$ cat src/rtl/weapons_pkg.sv
// Shared types and constants for the multi-channel weapons bank.
package weapons_pkg;

  typedef enum logic [1:0] {
    ST_READY    = 2'd0,
    ST_COOLDOWN = 2'd1,
    ST_RELOAD   = 2'd2
  } ch_state_e;

  typedef enum logic [1:0] {
    ERR_NONE = 2'b00,
    ERR_MODE = 2'b01,
    ERR_AMMO = 2'b10,
    ERR_BUSY = 2'b11
  } err_code_e;

  localparam logic [3:0] MODE_ATTACK_DEF = 4'b0010;

endpackage

$ cat src/rtl/weapon_channel.sv
// One weapon channel: ammo/cap/rate registers, cooldown timer and READY/COOLDOWN/RELOAD FSM.
module weapon_channel
  import weapons_pkg::*;
#(
  parameter int unsigned     W           = 9,
  parameter logic [W-1:0]    CAP_RST     = W'(300),
  parameter int unsigned     COOLDOWN    = 8,
  parameter logic [W-1:0]    RELOAD_STEP = W'(16)
) (
  input  logic         clk,
  input  logic         rst,
  input  logic         fire_hit,
  input  logic         mode_ok,
  input  logic         reload_req,
  input  logic         cfg_we,
  input  logic [W-1:0] cfg_cap,
  input  logic [W-1:0] cfg_rate,
  output logic [W-1:0] ammo,
  output logic         ready,
  output logic         accept_c,
  output logic         busy_c,
  output logic         short_c
);

  localparam int unsigned CW = (COOLDOWN > 1) ? $clog2(COOLDOWN) : 1;

  ch_state_e      state_q, state_d;
  logic [W-1:0]   ammo_q, ammo_d;
  logic [W-1:0]   cap_q, cap_d;
  logic [W-1:0]   rate_q, rate_d;
  logic [CW-1:0]  cnt_q, cnt_d;

  logic [W-1:0]   rate_eff;
  logic [W-1:0]   cap_eff;
  logic [W:0]     sum;

  // A programmed rate of zero still costs one round per shot.
  assign rate_eff = (rate_q == '0) ? W'(1) : rate_q;
  assign cap_eff  = cfg_we ? cfg_cap : cap_q;
  assign sum      = {1'b0, ammo_q} + {1'b0, RELOAD_STEP};

  assign ready    = (state_q == ST_READY);
  assign ammo     = ammo_q;
  assign accept_c = fire_hit && mode_ok && ready && (ammo_q >= rate_eff);
  assign busy_c   = fire_hit && mode_ok && !ready;
  assign short_c  = fire_hit && mode_ok && ready && (ammo_q < rate_eff);

  always_ff @(posedge clk or negedge rst) begin
    if (!rst) begin
      state_q <= ST_READY;
      ammo_q  <= '0;
      cap_q   <= CAP_RST;
      rate_q  <= W'(1);
      cnt_q   <= '0;
    end else begin
      state_q <= state_d;
      ammo_q  <= ammo_d;
      cap_q   <= cap_d;
      rate_q  <= rate_d;
      cnt_q   <= cnt_d;
    end
  end

  // Priority on one channel: config over fire over reload.
  always_comb begin
    state_d = state_q;
    ammo_d  = ammo_q;
    cap_d   = cap_q;
    rate_d  = rate_q;
    cnt_d   = cnt_q;

    case (state_q)
      ST_READY: begin
        if (accept_c) begin
          ammo_d  = ammo_q - rate_eff;
          state_d = ST_COOLDOWN;
          cnt_d   = CW'(COOLDOWN - 1);
        end else if (reload_req && (ammo_q < cap_eff)) begin
          state_d = ST_RELOAD;
        end
      end
      ST_COOLDOWN: begin
        if (cnt_q == '0) begin
          state_d = ST_READY;
        end else begin
          cnt_d = cnt_q - CW'(1);
        end
      end
      ST_RELOAD: begin
        if (sum >= {1'b0, cap_eff}) begin
          ammo_d  = cap_eff;
          state_d = ST_READY;
        end else begin
          ammo_d = sum[W-1:0];
        end
      end
      default: state_d = ST_READY;
    endcase

    // Clamp is applied after the shot so a same-cycle shot spends the old rate.
    if (cfg_we) begin
      cap_d  = cfg_cap;
      rate_d = cfg_rate;
      if (ammo_d > cfg_cap) begin
        ammo_d = cfg_cap;
      end
    end
  end

endmodule

$ cat src/rtl/weapons_bank.sv
// NCH-channel weapons bank: demuxes fire/config by select and registers fired/error/err_code.
module weapons_bank
  import weapons_pkg::*;
#(
  parameter int unsigned  NCH         = 4,
  parameter int unsigned  W           = 9,
  parameter logic [W-1:0] CAP_RST     = W'(300),
  parameter int unsigned  COOLDOWN    = 8,
  parameter logic [W-1:0] RELOAD_STEP = W'(16),
  parameter logic [3:0]   MODE_ATTACK = MODE_ATTACK_DEF,
  localparam int unsigned SW          = (NCH > 1) ? $clog2(NCH) : 1
) (
  input  logic             clk,
  input  logic             rst,
  input  logic [3:0]       mode,
  input  logic             fire,
  input  logic [SW-1:0]    fire_sel,
  input  logic [NCH-1:0]   reload_req,
  input  logic             cfg_we,
  input  logic [SW-1:0]    cfg_sel,
  input  logic [W-1:0]     cfg_cap,
  input  logic [W-1:0]     cfg_rate,
  output logic [NCH*W-1:0] ammo_out,
  output logic [NCH-1:0]   ready,
  output logic [NCH-1:0]   fired,
  output logic             error,
  output logic [1:0]       err_code
);

  logic             mode_ok;
  logic [NCH-1:0]   fire_hit;
  logic [NCH-1:0]   cfg_hit;
  logic [NCH-1:0]   accept_c;
  logic [NCH-1:0]   busy_c;
  logic [NCH-1:0]   short_c;
  err_code_e        err_d, err_q;

  assign mode_ok = (mode == MODE_ATTACK);

  for (genvar i = 0; i < NCH; i++) begin : g_ch
    assign fire_hit[i] = fire && (fire_sel == SW'(i));
    assign cfg_hit[i]  = cfg_we && (cfg_sel == SW'(i));

    weapon_channel #(
      .W           (W),
      .CAP_RST     (CAP_RST),
      .COOLDOWN    (COOLDOWN),
      .RELOAD_STEP (RELOAD_STEP)
    ) u_ch (
      .clk        (clk),
      .rst        (rst),
      .fire_hit   (fire_hit[i]),
      .mode_ok    (mode_ok),
      .reload_req (reload_req[i]),
      .cfg_we     (cfg_hit[i]),
      .cfg_cap    (cfg_cap),
      .cfg_rate   (cfg_rate),
      .ammo       (ammo_out[i*W +: W]),
      .ready      (ready[i]),
      .accept_c   (accept_c[i]),
      .busy_c     (busy_c[i]),
      .short_c    (short_c[i])
    );
  end

  // Reject reason in priority order: mode, busy, ammo.
  always_comb begin
    err_d = ERR_NONE;
    if (fire) begin
      if (!mode_ok) begin
        err_d = ERR_MODE;
      end else if (|busy_c) begin
        err_d = ERR_BUSY;
      end else if (|short_c) begin
        err_d = ERR_AMMO;
      end
    end
  end

  always_ff @(posedge clk or negedge rst) begin
    if (!rst) begin
      fired <= '0;
      error <= 1'b0;
      err_q <= ERR_NONE;
    end else begin
      fired <= accept_c;
      error <= (err_d != ERR_NONE);
      err_q <= err_d;
    end
  end

  assign err_code = err_q;

endmodule

$ cat config.mk
export PLATFORM = sky130hd
export DESIGN_NAME = weapons_bank
export DESIGN_NICKNAME = d
export VERILOG_FILES = /design/src/rtl/weapons_pkg.sv /design/src/rtl/weapon_channel.sv /design/src/rtl/weapons_bank.sv
export SDC_FILE = /design/constraint.sdc
export NUM_CORES = 1
export LEC_CHECK = 0
export BUFFER_PORTS_ARGS = -buffer_cell sky130_fd_sc_hd__buf_2
export CAP_MARGIN = 20
export CORE_ASPECT_RATIO = 0.7
export CORE_MARGIN = 5
export CORE_UTILIZATION = 65
export DETAILED_ROUTE_END_ITERATION = 16
export HOLD_SLACK_MARGIN = 0.1
export MAX_ROUTING_LAYER = met4
export PLACE_DENSITY = 0.91
export SLEW_MARGIN = 5
export SYNTH_ARGS = -nofsm -noshare
export SYNTH_HDL_FRONTEND = slang
export SYNTH_HIERARCHICAL = 1
export SYNTH_SLANG_ARGS = --single-unit
$ cat constraint.sdc
create_clock -name clk -period 6.1 [get_ports clk]
set_input_delay 1.525 -clock clk [delete_from_list [all_inputs] [get_ports clk]]
set_output_delay 1.525 -clock clk [all_outputs]
set_load 0.005 [all_outputs]
==> impl_metrics.csv <==
group,metric,value,unit
critical_path,cpMaxStageDelayCell,"sky130_fd_sc_hd__mux2_2",
clock_tree,cts.sinks,135,
pwr,pwr_density_cell,563,nW/µm²
pwr,design_power_total,7.12,mW
clock_tree,post_cts_resize_count,0,
critical_path,crit_arrival,6.00,ns
sta,maxSlewHeadroom,34.6,%
flow_run,drv.max_cap_violation_count,0,
finish,num-fill-cells,1204,
place,finalWeightedCongestion,0.979,
clock_tree,cts.clk_slew.worst_paths,0.06,ns
yosys,synth_ff_type,"sky130_fd_sc_hd__dfrtp_1",
sta,period_share,93.4,%
critical_path,cp_max_fo,19,
yosys,syn-instance-count,1240,
clock_tree,ctsHoldBuffers,0,
floorplan,die_width,167,µm
floorplan,initial_utilization,65.8,%
global_route,gr-usage-all-layers,34.6,%
hold_path,worstHoldPathType,"flip-flop to flip-flop",
yosys,fraction_of_the_yosys_area_taken_by_sequential_cells,30.4,%
yosys,yosys_warnings,6,
pwr,power.ir.vdd_worst,0.327,mV
drt,finalWirelength,33.8,mm
run_status,status,"finished, final reports clean",
yosys,synth_enable_flop_cells,0,
critical_path,worst-setup-path-type,"input pin to flip-flop",
yosys,synth_most_common_cell,"sky130_fd_sc_hd__inv_1",
yosys,number_of_library_cell_types_mapped_by_synthesis,105,
drt,drt_drc_violations_left,0,
sta,timing.final.setup_violations,0,
drt,detail_route.first_pass.iterations,7,
critical_path,slowest_delay,0.42,ns
clock_tree,cts.root.buffer_cell,"sky130_fd_sc_hd__clkbuf_16",
floorplan,placement_rows,40,
global_route,grt-ovfl-total,0,
global_route,grt_max_degree,95,
yosys,synth.top_cells.by_count,"sky130_fd_sc_hd__inv_1 (142), sky130_fd_sc_hd__ha_1 (140), sky130_fd_sc_hd__dfrtp_1 (115)",
floorplan,placeableCoreArea,17000,µm²
sta,timing_worst_slew_pin_value,0.975,ns
global_route,antenna_found_initial,1,
clock_tree,insertion_delay,0.43,ns
place,detailedPlacementHpwl,25.1,mm
drt,dr.first_iter.drc_count,1433,
sta,grt_setup_unrepaired,"no",
clock_tree,tritoncts_clock_tree,"yes",
sta,period_minus_slack,5.70,ns
sta,achievable-frequency,0.176,GHz
yosys,synthDominantAreaCellType,"sky130_fd_sc_hd__dfrtp_1",
yosys,ys_ff_latch,135,
yosys,synth_top_area_share,25.7,%
clock_tree,clk_path_buf_depth,2,
sta,post_route_skew,0.00797,ns
yosys,synth_async_sr_flop_share,100,%
critical_path,end_kind,"flip-flop",
drt,via_count,10622,
critical_path,cp.required,6.40,ns
sta,finalHoldViolCount,0,
finish,area_growth_from_synthesis_to_layout,13.0,%
finish,nets,1523,
finish,proportion_of_layout_cells_with_a_drive_suffix_above_1,19.4,%
floorplan,dieArea,20000,µm²
critical_path,setup.worst_path.start_class,"input pin",
yosys,synthesis.nets,1418,
drt,drt-vias-per-instance,6.68,
floorplan,die-height,120,µm
drt,wl_per_cell,21.2,µm
floorplan,boundaryPins,81,
critical_path,timing.critical_path.cells,"buf_2 -> and3b_1 -> buf_4 -> mux2i_1 -> ha_1 -> nor2b_1 -> o211ai_2 -> nand4_2 -> a21o_1 -> a21oi_1 -> a221o_1 -> ha_1 -> nor2b_1 -> nor3_1 -> o21bai_1 -> a2111oi_0 -> o21ai_1 -> o311ai_4 -> mux2_2",
drt,drtAntennaViolNets,0,
clock_tree,post-cts-setup-buffer-count,0,
global_route,grt_first_pass_wirelength,53.9,mm
place,numPortBuffers,80,
sta,setup_tns,0,ns
yosys,syn_area,11200,µm²
clock_tree,ctsHtreeMaxLevel,4,
clock_tree,cts_made_buffers,17,
yosys,postSynthAreaPerCell,9.03,µm²
global_route,first_global_vias,10161,
pwr,p_leak,6.12,nW
sta,pins_over_slew_limit,0,
yosys,ys_top_cells_by_area,"sky130_fd_sc_hd__dfrtp_1 (26%), sky130_fd_sc_hd__ha_1 (16%), sky130_fd_sc_hd__inv_1 (4.8%)",
metal layers:
layer | share of wire (%) | global-route usage, % | vias to the layer above
met3 | 11 | 7.61 | 114
li1 | - | - | 4761
met2 | 43 | 50.9 | 643
met5 | 0 | - | -
met4 | 3.0 | 11.2 | 0
met1 | 43 | 47.9 | 5104
path summary, 6_finish.rpt:
| check | depth (start not counted) | endpoint | startpoint | slack [ns] |
|---|---|---|---|---|
| hold reg to reg | 1 | g_ch[3].u_ch/cap_q[1] | g_ch[3].u_ch/cap_q[1] | 0.51 |
| setup reg to reg | 18 | g_ch[2].u_ch/ammo[0] | g_ch[2].u_ch/rate_q[1] | 1.18 |
| min in group asynchronous | 1 | g_ch[1].u_ch/cap_q[6] | rst | 1.20 |
| setup / recovery | 19 | g_ch[1].u_ch/ammo[1] | cfg_sel[1] | 0.40 |
| max in group asynchronous | 2 | g_ch[1].u_ch/rate_q[0] | rst | 3.77 |
| hold / removal | 1 | g_ch[3].u_ch/cap_q[1] | g_ch[3].u_ch/cap_q[1] | 0.51 |
worst max-delay path: cells and delay by family:
| family | cells | cell delay [ns] |
|---|---|---|
| compound gates | 8 | 1.97 |
| simple gates | 5 | 0.90 |
| mux | 2 | 0.68 |
| fa+ha+maj | 2 | 0.53 |
| buf+inv | 2 | 0.39 |
layout make-up:
| cell class | count | area (µm²) | share of cell area, % |
|---|---|---|---|
| multi-input cells | 931 | 7090 | 56.1 |
| flip-flops and latches | 135 | 3400 | 26.9 |
| repair buffers | 115 | 669 | 5.29 |
| inverters | 145 | 544 | 4.30 |
| clock buffers | 21 | 480 | 3.80 |
| well taps | 231 | 289 | 2.28 |
| clock inverters | 11 | 169 | 1.34 |
| diodes | 1 | 2.50 | 0.0198 |
cells in the final DEF, fill, tap and decap left out, drive strengths merged, types with 8 or more instances in the layout:
| cell | instances |
|---|---|
| ha | 140 |
| nand4 | 17 |
| and3 | 12 |
| o21ai | 90 |
| mux2i | 23 |
| mux2 | 45 |
| dfstp | 20 |
| a31oi | 15 |
| a21oi | 76 |
| nor2 | 66 |
| nor2b | 17 |
| o21a | 14 |
| dfrtp | 115 |
| xnor2 | 17 |
| nand2b | 16 |
| a21o | 18 |
| inv | 146 |
| nand2 | 92 |
| a211o | 14 |
| clkbuf | 21 |
| nor3 | 25 |
| xor2 | 12 |
| buf | 115 |
| a211oi | 27 |
| nor4 | 8 |
| nand3 | 43 |
| o211ai | 16 |
kinds of logic (layout without fill, tap and decap cells):
family          after synthesis  in the layout  synth area share, %
compound gates              357            357                 22.7
other cells                   0              1                    0
buf+inv                     174            292                 6.31
xor+xnor                     29             29                 2.27
fa+ha+maj                   144            144                 16.4
simple gates                333            333                 15.3
flops                       135            135                 30.4
mux                          68             68                 6.68
state kept, by name (all words and copies together) (netlist names):
name and flops:
g_ch.u_ch/rate_q 36, g_ch.u_ch/state_q 8, fired 4, g_ch.u_ch/cap_q 36
g_ch.u_ch/cnt_q 12, g_ch.u_ch/ammo 36, err_code 2, error 1
metrics by stage:
step	setup slack [ns]	utilization [%]	std cells	hold WS, ns	instance area, µm²
after floorplan	0.346	-	1240	0.464	11200
after global placement	0.206	70.5	1557	0.482	12000
after detailed placement	0.0891	70.5	1557	0.500	12000
after CTS	0.509	74.3	1589	0.518	12600
after global routing	0.127	74.4	1590	0.529	12700
final	0.404	74.4	1590	0.513	12700
where the power goes:
part,switching [mW],total [mW],internal (mW)
Sequential,0.369,1.54,1.17
Combinational,2.53,4.43,1.90
Clock,0.421,1.15,0.729
Total,3.32,7.12,3.80
Power figures use the tool's default switching activity.
